## src/rtl/frame_rx_pkg.sv

```systemverilog
// Shared types and sizing helpers for the framed serial receiver.
package frame_rx_pkg;

   typedef enum logic [1:0] {
      IDLE = 2'd0,
      GAP  = 2'd1,
      DATA = 2'd2,
      OUT  = 2'd3
   } state_t;

   // Total bits per frame: header, all fields, and separators between fields.
   function automatic int nbits(input int hdr_bits, input int nfield,
                                input int fw, input int sep_bits);
      return hdr_bits + nfield * fw + (nfield - 1) * sep_bits;
   endfunction

   // A high run longer than this many clocks counts as the frame gap.
   function automatic int gap_thresh(input int idle_bits, input int spb);
      return idle_bits * spb - 9;
   endfunction

endpackage

```

## src/rtl/frame_rx_edge.sv

```systemverilog
// Two-flop synchroniser for the serial line with rise/fall strobes.
module frame_rx_edge (
   input  logic clk_16M,
   input  logic rst,
   input  logic data_i,
   output logic f2,
   output logic rise,
   output logic fall
);

   logic f1;

   // Bring the asynchronous line into the clk_16M domain.
   always_ff @(posedge clk_16M or posedge rst) begin
      if (rst) begin
         f1 <= 1'b0;
         f2 <= 1'b0;
      end else begin
         f1 <= data_i;
         f2 <= f1;
      end
   end

   assign rise = f1 & ~f2;
   assign fall = ~f1 & f2;

endmodule

```

## src/rtl/frame_rx_param.sv

```systemverilog
// Gap-qualified framed serial receiver: header check, field/separator capture.
module frame_rx_param
   import frame_rx_pkg::*;
#(
   parameter int SPB       = 16,
   parameter int IDLE_BITS = 9,
   parameter int HDR_BITS  = 2,
   parameter logic [HDR_BITS-1:0] HDR_VAL = '0,
   parameter int NFIELD    = 2,
   parameter int FW        = 8,
   parameter int SEP_BITS  = 2,
   parameter int INVERT    = 1,
   localparam int DW       = NFIELD * FW,
   localparam int SW       = (NFIELD > 1) ? (NFIELD - 1) * SEP_BITS : 1
) (
   input  logic          clk_16M,
   input  logic          rst,
   input  logic          data_i,
   output logic [DW-1:0] data_o,
   output logic [SW-1:0] sep_o,
   output logic          done,
   output logic          err
);

   localparam int NBITS  = nbits(HDR_BITS, NFIELD, FW, SEP_BITS);
   localparam int THRESH = gap_thresh(IDLE_BITS, SPB);
   localparam int RUN_W  = $clog2(THRESH + 2);
   localparam int SMP_W  = $clog2(SPB);
   localparam int BIT_W  = (NBITS > 1) ? $clog2(NBITS) : 1;

   localparam logic [RUN_W-1:0] RUN_THR  = RUN_W'(THRESH);
   localparam logic [SMP_W-1:0] SMP_A    = SMP_W'(SPB / 2 - 2);
   localparam logic [SMP_W-1:0] SMP_B    = SMP_W'(SPB / 2 - 1);
   localparam logic [SMP_W-1:0] SMP_MID  = SMP_W'(SPB / 2);
   localparam logic [SMP_W-1:0] SMP_LAST = SMP_W'(SPB - 1);
   localparam logic [BIT_W-1:0] BIT_LAST = BIT_W'(NBITS - 1);

   state_t               state_reg, state_next;
   logic [RUN_W-1:0]     run_reg;
   logic [SMP_W-1:0]     smp_reg;
   logic [BIT_W-1:0]     bit_reg;
   logic                 samp_a_reg, samp_b_reg;
   logic [NBITS-1:0]     cap_reg;
   logic                 f2, rise, fall;
   logic                 vote;
   logic                 hdr_ok;
   logic [DW-1:0]        data_w;
   logic [SW-1:0]        sep_w;

   frame_rx_edge u_edge (
      .clk_16M (clk_16M),
      .rst     (rst),
      .data_i  (data_i),
      .f2      (f2),
      .rise    (rise),
      .fall    (fall)
   );

   assign vote   = (samp_a_reg & samp_b_reg) | (samp_a_reg & f2) | (samp_b_reg & f2);
   assign hdr_ok = (cap_reg[HDR_BITS-1:0] == HDR_VAL);

   // Unpack the capture register: field 0 follows the header, each later
   // field is preceded by its separator group.
   for (genvar gi = 0; gi < NFIELD; gi++) begin : g_field
      localparam int OFF = (gi == 0) ? HDR_BITS
                                     : HDR_BITS + FW + (gi - 1) * (SEP_BITS + FW) + SEP_BITS;
      if (INVERT != 0) begin : g_inv
         assign data_w[gi*FW +: FW] = ~cap_reg[OFF +: FW];
      end else begin : g_raw
         assign data_w[gi*FW +: FW] = cap_reg[OFF +: FW];
      end
   end

   if (NFIELD > 1) begin : g_sep
      for (genvar gi = 1; gi < NFIELD; gi++) begin : g_grp
         localparam int OFF = HDR_BITS + FW + (gi - 1) * (SEP_BITS + FW);
         assign sep_w[(gi-1)*SEP_BITS +: SEP_BITS] = cap_reg[OFF +: SEP_BITS];
      end
   end else begin : g_nosep
      assign sep_w = '0;
   end

   // State register.
   always_ff @(posedge clk_16M or posedge rst) begin
      if (rst) state_reg <= IDLE;
      else     state_reg <= state_next;
   end

   // Next-state decode; done/err are asserted for the single OUT cycle.
   always_comb begin
      state_next = state_reg;
      done       = 1'b0;
      err        = 1'b0;
      case (state_reg)
         IDLE: if (rise) state_next = GAP;
         GAP:  if (fall) state_next = (run_reg > RUN_THR) ? DATA : IDLE;
         DATA: if (smp_reg == SMP_MID && bit_reg == BIT_LAST) state_next = OUT;
         OUT: begin
            done       = hdr_ok;
            err        = ~hdr_ok;
            state_next = IDLE;
         end
         default: state_next = IDLE;
      endcase
   end

   // Run, sample and bit counters plus majority-vote bit capture.
   always_ff @(posedge clk_16M or posedge rst) begin
      if (rst) begin
         run_reg    <= '0;
         smp_reg    <= '0;
         bit_reg    <= '0;
         samp_a_reg <= 1'b0;
         samp_b_reg <= 1'b0;
         cap_reg    <= '0;
      end else begin
         case (state_reg)
            IDLE: if (rise) run_reg <= '0;
            GAP: begin
               if (run_reg != '1) run_reg <= run_reg + 1'b1;
               if (fall) begin
                  smp_reg <= '0;
                  bit_reg <= '0;
               end
            end
            DATA: begin
               // Edges on the line are ignored here: timing is free-running.
               if (smp_reg == SMP_LAST) begin
                  smp_reg <= '0;
                  bit_reg <= bit_reg + 1'b1;
               end else begin
                  smp_reg <= smp_reg + 1'b1;
               end
               if (smp_reg == SMP_A)   samp_a_reg       <= f2;
               if (smp_reg == SMP_B)   samp_b_reg       <= f2;
               if (smp_reg == SMP_MID) cap_reg[bit_reg] <= vote;
            end
            default: ;
         endcase
      end
   end

   // Publish fields and separators only for frames with a matching header;
   // they appear on the edge that ends the done pulse and hold until the next.
   always_ff @(posedge clk_16M or posedge rst) begin
      if (rst) begin
         data_o <= '0;
         sep_o  <= '0;
      end else if (state_reg == OUT && hdr_ok) begin
         data_o <= data_w;
         sep_o  <= sep_w;
      end
   end

endmodule

```

## config.mk

```make
export PLATFORM = sky130hd
export DESIGN_NAME = frame_rx_param
export DESIGN_NICKNAME = d
export VERILOG_FILES = /design/src/rtl/frame_rx_pkg.sv /design/src/rtl/frame_rx_edge.sv /design/src/rtl/frame_rx_param.sv
export SDC_FILE = /design/constraint.sdc
export NUM_CORES = 1
export LEC_CHECK = 0
export BUFFER_PORTS_ARGS = -buffer_cell sky130_fd_sc_hd__buf_2
export CAP_MARGIN = 20
export CELL_PAD_IN_SITES_DETAIL_PLACEMENT = 1
export CELL_PAD_IN_SITES_GLOBAL_PLACEMENT = 1
export CORE_AREA = 2 2 86 88
export DETAILED_ROUTE_END_ITERATION = 6
export DIE_AREA = 0 0 88 90
export PLACE_DENSITY = 0.75
export SLEW_MARGIN = 10
export SYNTH_ARGS = -nofsm -noshare
export SYNTH_HDL_FRONTEND = slang
export SYNTH_SLANG_ARGS = --single-unit
export TNS_END_PERCENT = 5
```

## constraint.sdc

```tcl
create_clock -name clk_16M -period 1.76 [get_ports clk_16M]
set_input_delay 0.264 -clock clk_16M [delete_from_list [all_inputs] [get_ports clk_16M]]
set_output_delay 0.264 -clock clk_16M [all_outputs]
set_load 0.1 [all_outputs]
```

==> flow_summary.toml <==
[run_status]
status = "finished clean"

[sta]
slew_viol_final = 0
clock_skew_ns = 0.00765
fin_crit_ns = 1.66
fin_ws_ns = 0.0971
setup_viol = 0
rsz0062_at_grt = "no"
worstMarginPinSlew_ns = 0.677
finalHoldViolations = 0
fmax_mhz = 601
slew_headroom_pct = 54.9
finalCritPeriodShare_pct = 94.5
setup-tns-final_ns = 0

[final_layout]
final_util_pct = 47.8
drive_gt1_share_pct = 20.7
diodes = 0
area.growth.synth_to_final_pct = 17.5
largest_register_ffs = 20
final_cell_count_no_fill = 398
fin_nets = 307

[logic_synthesis]
synth_most_common_cell = "dfrtp_1"
ys_seq_area_share_pct = 53.4
netlist_area_sq_um = 2860
ys_types = 41
yosysWarningCount = 0
syn_avg_cell_area_sq_um = 10.7
synth_top_area_share_pct = 53.4
synth_nets = 277
synth-edff-count = 0
synth_seq_cells = 61
synthCells = 266
ys_top_cells_by_area = "dfrtp_1, mux2_1, nand2_1"
yosysTopAreaCell = "dfrtp_1"
synth_common_cells = "dfrtp_1, nand2_1, nor2_1"
ys.flop_type = "dfrtp_1"
synthArstFlopShare_pct = 100

[grt]
grt_overflow = 0
antenna_found_initial = 0
grt_pass1_wl_mm = 10.4
grt_pass1_vias = 2166
globalRouteTotalUtil_pct = 16.7
grt_max_degree = 62

[placement]
place_ws_ns = -0.0552
portBuffers = 22
place_hpwl_mm = 4.06
place_congestion = 0.766
place_inst = 384

[clocking]
clock_path_buffers = 2
cts_tree = "done"
hold_buffers = 0
path_clk_slew_ns = 0.06
post-cts-setup-buffers = 0
cts_buffers = 9
h-tree-depth = 3
insertion_delay_ns = 0.33
root_buffer = "clkbuf_8"
cts_sinks = 61

[power]
irDropWorstVdd_mv = 0.474
p_leak_nw = 1.56
powerDensity_nw_per_um2 = 852
p_clk_share_pct = 41.3
pwr-share-seq_pct = 52.7
p_switching_mw = 0.668
comb_power_share_pct = 6.0
total_power_mw = 2.86
p_int_mw = 2.19
p_sw_share_pct = 23.3

[floorplanning]
die_x_um = 88
initial_core_util_pct = 40.7
core_region_area_sq_um = 7020
io_pins = 23
dieArea_sq_um = 7920
row_count = 31
die_h_um = 90

[hold_path]
hold_path.class = "input pin to asynchronous set/reset pin"

[critical_path]
slowest_delay_ns = 0.39
path_cells = "nor2_2, nand3_4, inv_1, buf_12"
critPathBufInv = 2
crit_path_top_delay_cell = "dfrtp_1"
cp_top_family = "flip-flops"
cp-end-kind = "primary output"
worstSetupPathType = "register to primary output"
cp.required_ns = 1.50
worst-path-max-fanout = 5
cp-start-kind = "register"
cp.arrival_ns = 1.40

[routing]
wl_mm = 5.94
drc = 0
vias = 2022
drtAntennaViolNets = 0
viasPerCell = 5.08
dr.first_iter.drc_count = 51
drtPass1Iterations = 4
post_drt_wl_per_cell_um = 14.9

[run]
drv_cap = 0
## placed cells by master (no fill, tap or decap), types with 8 or more instances in the layout
cell and instances:
dfrtp_1 61, nand2_1 33, nor2_1 30, o21ai_0 21
buf_2 20, mux2_1 16, nand3_1 12, clkbuf_8 10
mux2_2 8
## metrics by stage
stage               instance area (sq um)  hold WS (ns)
global placement                     3150         0.372
finish                               3360       0.00553
global route                         3360        0.0251
floorplan                            2870         0.295
CTS                                  3350        0.0117
detailed placement                   3150         0.374
## worst min-delay path: cells and delay by family
kind	cells	cell delay (ns)
buffers and inverters	3	0.47
## logic make-up after synthesis
family          after synthesis  synth area share [%]
compound gates               39                  8.14
xor+xnor                      4                  1.23
buf+inv                      19                  2.84
mux                          26                  10.2
fa+ha+maj                     9                  3.85
flops                        61                  53.4
simple gates                108                  20.4
## power groups by stage
stage | Sequential, mW | Combinational (mW) | Clock (mW)
3_3_place_gp | 1.53 | 0.169 | 0
5_1_grt | 1.52 | 0.201 | 1.29
2_1_floorplan | 1.52 | 0.123 | 0
6_report | 1.51 | 0.172 | 1.18
3_5_place_dp | 1.53 | 0.176 | 0
4_1_cts | 1.51 | 0.177 | 1.22
## layer usage
layer  vias to the layer above  track usage, %  routed length [um]
met1                      1000            22.0                2800
met3                         6            4.13                 181
met2                        33            26.3                2910
met5                         -               0                   0
li1                        983               -                   -
met4                         0            6.03                  50
## layout make-up
class / instances / area [sq um]
Multi-Input combinational cell: 186 / 1280
Fill cell: 786 / 3660
Clock inverter: 2 / 35.0
Sequential cell: 61 / 1530
Timing Repair Buffer: 30 / 213
Tap cell: 99 / 124
Inverter: 8 / 33.8
Clock buffer: 12 / 145
## final timing paths
check,start,endpoint,slack (ns),cells after the start
max in group asynchronous,rst,sep_o[1],1.48,3
min reg2reg,u_edge.f1,u_edge.f2,0.44,0
max reg2reg,state_reg[0],cap_reg[15],0.13,4
max,cap_reg[1],done,0.1,4
min in group clk_16M,data_i,u_edge.f1,0.04,1
min,rst,cap_reg[6],0.006,3
## timing repair
| action | in CTS | in global routing |
|---|---|---|
| endpoints found under the setup margin | 9 | 3 |
| cloned | 0 | 0 |
| resized for setup | 4 | 1 |
(Power assumes the default switching activity.)
